## src/rtl/bomb_controller.sv

```systemverilog
// Bomb controller: arms a countdown, accepts defuse codes with a limited
// number of wrong attempts, supports pausing, and reports the run outcome.
// The counter itself lives outside; this block only drives its controls.
module bomb_controller #(
    parameter logic [3:0] DEFUSE_CODE = 4'b1010,
    parameter logic [1:0] MAX_TRIES   = 2'd3
) (
    input  logic       Clock,
    input  logic       Reset,
    input  logic       Arm,
    input  logic       Pause,
    input  logic [3:0] Code_In,
    input  logic       Code_Valid,
    input  logic [3:0] Counter_In,
    input  logic       blow_up_In,
    output logic       Start,
    output logic       Stop,
    output logic       Bomb_Reset,
    output logic [2:0] State_Out,
    output logic [1:0] Tries_Left,
    output logic       Defused,
    output logic       Exploded
);

    typedef enum logic [2:0] {
        ST_IDLE     = 3'd0,
        ST_ARMED    = 3'd1,
        ST_PAUSED   = 3'd2,
        ST_DEFUSED  = 3'd3,
        ST_EXPLODED = 3'd4
    } state_t;

    state_t     state;
    state_t     state_next;
    logic [1:0] tries;
    logic [1:0] tries_next;

    logic code_match;
    logic code_mismatch;
    logic timer_expired;

    // A strobe with any differing bit counts as a wrong attempt.
    assign code_match    = Code_Valid && (Code_In == DEFUSE_CODE);
    assign code_mismatch = Code_Valid && (Code_In != DEFUSE_CODE);

    // Either the counter's own flag or a zero count ends the countdown.
    assign timer_expired = blow_up_In || (Counter_In == 4'd0);

    assign State_Out  = state;
    assign Tries_Left = tries;

    // State and attempt-counter registers; Reset overrides everything.
    always_ff @(posedge Clock) begin
        if (Reset) begin
            state <= ST_IDLE;
            tries <= MAX_TRIES;
        end else begin
            state <= state_next;
            tries <= tries_next;
        end
    end

    // Next-state and attempt bookkeeping in priority order per state.
    always_comb begin
        state_next = state;
        tries_next = tries;
        case (state)
            ST_IDLE: begin
                if (Arm) begin
                    state_next = ST_ARMED;
                    tries_next = MAX_TRIES;
                end
            end
            ST_ARMED: begin
                if (timer_expired) begin
                    state_next = ST_EXPLODED;
                end else if (code_match) begin
                    state_next = ST_DEFUSED;
                end else if (code_mismatch) begin
                    // Saturating decrement; the last allowed miss detonates.
                    tries_next = (tries == 2'd0) ? 2'd0 : (tries - 2'd1);
                    if (tries == 2'd1) begin
                        state_next = ST_EXPLODED;
                    end
                end else if (Pause) begin
                    state_next = ST_PAUSED;
                end
            end
            ST_PAUSED: begin
                // Codes are not evaluated while the countdown is held.
                if (blow_up_In) begin
                    state_next = ST_EXPLODED;
                end else if (!Pause) begin
                    state_next = ST_ARMED;
                end
            end
            ST_DEFUSED, ST_EXPLODED: begin
                if (Arm) begin
                    state_next = ST_IDLE;
                end
            end
            default: begin
                // Unused encodings recover to a safe, reloaded counter.
                state_next = ST_IDLE;
            end
        endcase
    end

    // Moore output decode from the registered state only.
    always_comb begin
        Start      = 1'b0;
        Stop       = 1'b0;
        Bomb_Reset = 1'b0;
        Defused    = 1'b0;
        Exploded   = 1'b0;
        case (state)
            ST_IDLE: begin
                Bomb_Reset = 1'b1;
            end
            ST_ARMED: begin
                Start = 1'b1;
            end
            ST_PAUSED: begin
                Stop = 1'b1;
            end
            ST_DEFUSED: begin
                Stop    = 1'b1;
                Defused = 1'b1;
            end
            ST_EXPLODED: begin
                Stop     = 1'b1;
                Exploded = 1'b1;
            end
            default: begin
                Start = 1'b0;
            end
        endcase
    end

endmodule

```

## config.mk

```make
export PLATFORM = sky130hd
export DESIGN_NAME = bomb_controller
export DESIGN_NICKNAME = d
export VERILOG_FILES = /design/src/rtl/bomb_controller.sv
export SDC_FILE = /design/constraint.sdc
export NUM_CORES = 1
export LEC_CHECK = 0
export ABC_AREA = 0
export ABC_CLOCK_PERIOD_IN_PS = 2200
export CELL_PAD_IN_SITES_DETAIL_PLACEMENT = 1
export CELL_PAD_IN_SITES_GLOBAL_PLACEMENT = 2
export CORE_MARGIN = 4
export CORE_UTILIZATION = 21
export CTS_BUF_LIST = sky130_fd_sc_hd__clkbuf_8 sky130_fd_sc_hd__clkbuf_16
export CTS_CLUSTER_SIZE = 30
export DETAILED_ROUTE_END_ITERATION = 8
export PLACE_DENSITY_LB_ADDON = 0.1
export SLEW_MARGIN = 15
export SYNTH_ARGS = -nofsm -noshare
export SYNTH_HDL_FRONTEND = slang
export SYNTH_SLANG_ARGS = --single-unit
export TNS_END_PERCENT = 20
```

## constraint.sdc

```tcl
create_clock -name Clock -period 2.2 [get_ports Clock]
set_clock_uncertainty 0.05 [all_clocks]
set_input_delay 0.44 -clock Clock [delete_from_list [all_inputs] [get_ports Clock]]
set_output_delay 0.44 -clock Clock [all_outputs]
set_load 0.02 [all_outputs]
```

==> impl_metrics.toml, run 1 <==
[worst_setup_path]
r2r_slack_ps = 610
timing.rr.end = "Tries_Left[0]"
cp_max_fo = 10
crit_arrival_ps = 1510
path_delay_family = "buffers and inverters"
cp-end-kind = "output pin"
timing.critical_path.buf_inv = 2
r2r-start = "State_Out[2]"
cp.required_ps = 1710
critPathMaxStageDelay_ps = 620
criticalPathCategory = "flop to output pin"
cp_slowest_cell = "clkdlybuf4s50_1"
crit_chain = "buf_4, nor3_1, clkdlybuf4s50_1"
cp-start-kind = "flop"
rr_worst_depth = 5

[grt]
grt_pass1_wl_um = 2140
grt_start_max_net_pins = 11
grt_pass1_vias = 507
overflow = 0
antenna_found_initial = 0
globalRouteTotalUtil_pct = 10.2

[synthesis]
synth_xor_area_share_pct = 0
synth-compound-area-share_pct = 20.7
syn_inst = 52
yosysTopAreaCellShare_pct = 22.4
synth_mux_area_share_pct = 7.00
yosys_warnings = 0
synth_top_area_cell = "dfxtp_1"
synth_edf_count = 0
syn_area_per_cell_sq_um = 8.59
synthTopCellsByArea = "dfxtp_1, nor4b_4, buf_6"
synth_top_family_by_area = "simple AND/OR/NAND/NOR gates"
synth_flop_cell = "dfxtp_1"
syn_area_sq_um = 447
yosysSeqAreaShare_pct = 22.4
synth_seq_cells = 5
async_reset_ff_share_pct = 0
synth_fa_ha_area_share_pct = 0
synth_cell_type_count = 31
synth_nets = 66
synth-simple-area-share_pct = 41.5

[power]
p_per_area_mw_per_mm2 = 871
p_leak_uw = 0.000330
ir_worst_vdd_mv = 0.498

[status]
outcome = "complete, no violations"

[min_path]
hold_class = "flop to flop"
min_from = "Tries_Left[0]"
hold_end = "Tries_Left[0]"
hold_depth = 2

[sta]
rsz0062_at_grt = "false"
fin_crit_ps = 2000
fin_setup_tns_ps = 0
finalHoldViolations = 0
max_freq_ghz = 0.501
worst_pin_slew_ps = 346
layout_setup_ws_ps = 203
finalCritPeriodShare_pct = 90.8
finalSetupViolCount = 0
relSlewSlack_pct = 76.6
final_max_slew_viol_count = 0

[clocking]
insertion_delay_ps = 220
cts.clk_slew.worst_paths_ps = 40
cts.sinks = 5
cts_root_buffer = "clkbuf_8"
clockBufferDepth = 2
cts_setup_buffers = 0
htreeDepth = 1
cts_buffers = 3
cts_tree = "yes"

[floorplan]
rows = 16
dieArea_sq_mm = 0.00293
die_width_um = 54.1
core-area_sq_mm = 0.00198
start_util_pct = 22.5
pin_count = 24
dieHeight_um = 54.1

[detailed_routing]
wl_met2_um = 692
post_drt_wl_per_cell_um = 12.5
route.met3.wl_um = 65
drt-pass1-iter-count = 3
top_layer = "met3"
drt-met1-wl_um = 621
ant_nets = 0
vias = 504
vias_per_cell = 4.58
first_iter_violations = 8
wl_um = 1380
drc = 0

[layout]
postLayoutCoreUtil_pct = 39.5
num-nets-final = 98
final_common_cell = "clkdlybuf4s50_1"
drive_above_1_share_pct = 16.9
syn_to_final_growth_pct = 75.4
fin_area_sq_um = 783
layout_common_cells = "clkdlybuf4s50_1, buf_4, dfxtp_1, inv_1"
final.fill_count = 239
antennaDiodeCount = 0
final_cells = 110

[placement]
place_congestion = 0.636
dpl_cell_area_sq_um = 733
dp_hpwl_um = 1190
placed_cells = 106
pre_cts_ws_ps = 114
port_buffers = 23

[flow_run]
cap_viol_max_count = 0
-- registers in the layout, indices dropped and copies added, names as in the netlist --
signal / count
State_Out: 3
Tries_Left: 2
-- synthesized netlist by cell type, types with 2 or more instances --
cell type / n
a21oi_1: 4
buf_6: 2
dfxtp_1: 5
inv_1: 4
mux2i_1: 2
nand2_1: 3
nand2b_1: 2
nor2_1: 2
nor3_1: 4
o21bai_1: 2
or2b_1: 2
-- worst reg2reg max path, delay by kind of cell, from the launching register on --
family	cells	cell delay (ps)
flip-flops	1	360
AND/OR/NAND/NOR	4	940
buffers and inverters	1	180
-- kinds of logic (layout without fill, tap and decap cells) --
| family | Yosys count | after routing |
|---|---|---|
| simple gates | 25 | 25 |
| compound gates | 13 | 13 |
| buf+inv | 6 | 37 |
| flops | 5 | 5 |
| mux | 3 | 3 |
-- metrics by stage --
stage	power, uW	hold WS (ps)
2_1_floorplan	351	463
3_3_place_gp	532	463
3_5_place_dp	531	466
4_1_cts	701	472
5_1_grt	738	495
6_report	682	460
-- how the worst max path moves through the flow --
stage,start,end,slack (ps),cells past startpoint
after detailed placement,Counter_In[1],State_Out[0],110,5
after CTS,State_Out[2],Stop,70,3
after global placement,Code_In[2],State_Out[2],130,6
after floorplan,State_Out[0],Stop,500,3
after global routing,State_Out[1],Defused,100,3
final,State_Out[1],Start,200,3
-- per-layer routing --
metal	GRT usage, %	up-vias
li1	-	258
met1	11.8	226
met2	17.9	20
met3	2.49	0
met4	3.73	0
met5	0	-
-- power by group --
part	switching, uW	leakage, uW	internal [uW]	total [uW]
combinational	190	0.000263	206	396
sequential	15.5	0.0000408	108	123
clock	43.7	0.0000269	119	163
total	249	0.000330	433	682
-- area by class of cell --
class / count / area, sq um / share of cell area (%)
clock buffer: 3 / 41.3 / 5.27
clock inverter: 1 / 3.75 / 0.479
inverter: 4 / 15.0 / 1.92
multi-input combinational: 41 / 309 / 39.5
sequential: 5 / 100 / 12.8
tap: 27 / 33.8 / 4.31
timing repair buffer: 29 / 280 / 35.8
-- repair_timing --
item                       in CTS  in global routing
setup endpoints to repair       0                  2
gates resized for setup         0                  2
hold buffers                    0                  0
Note: power is estimated with default switching activity, not from simulation.
==> run 2: changes to the inputs <==
Settings changed: TNS_END_PERCENT 20 to 50.
==> results of run 2 <==
Final layout, timing and power as in run 1 (identical DEF).
==> run 3: changes to the inputs <==
Settings changed: CTS_CLUSTER_DIAMETER from default to 150.
==> results of run 3 <==
Final layout, timing and power as in run 1 (identical DEF).
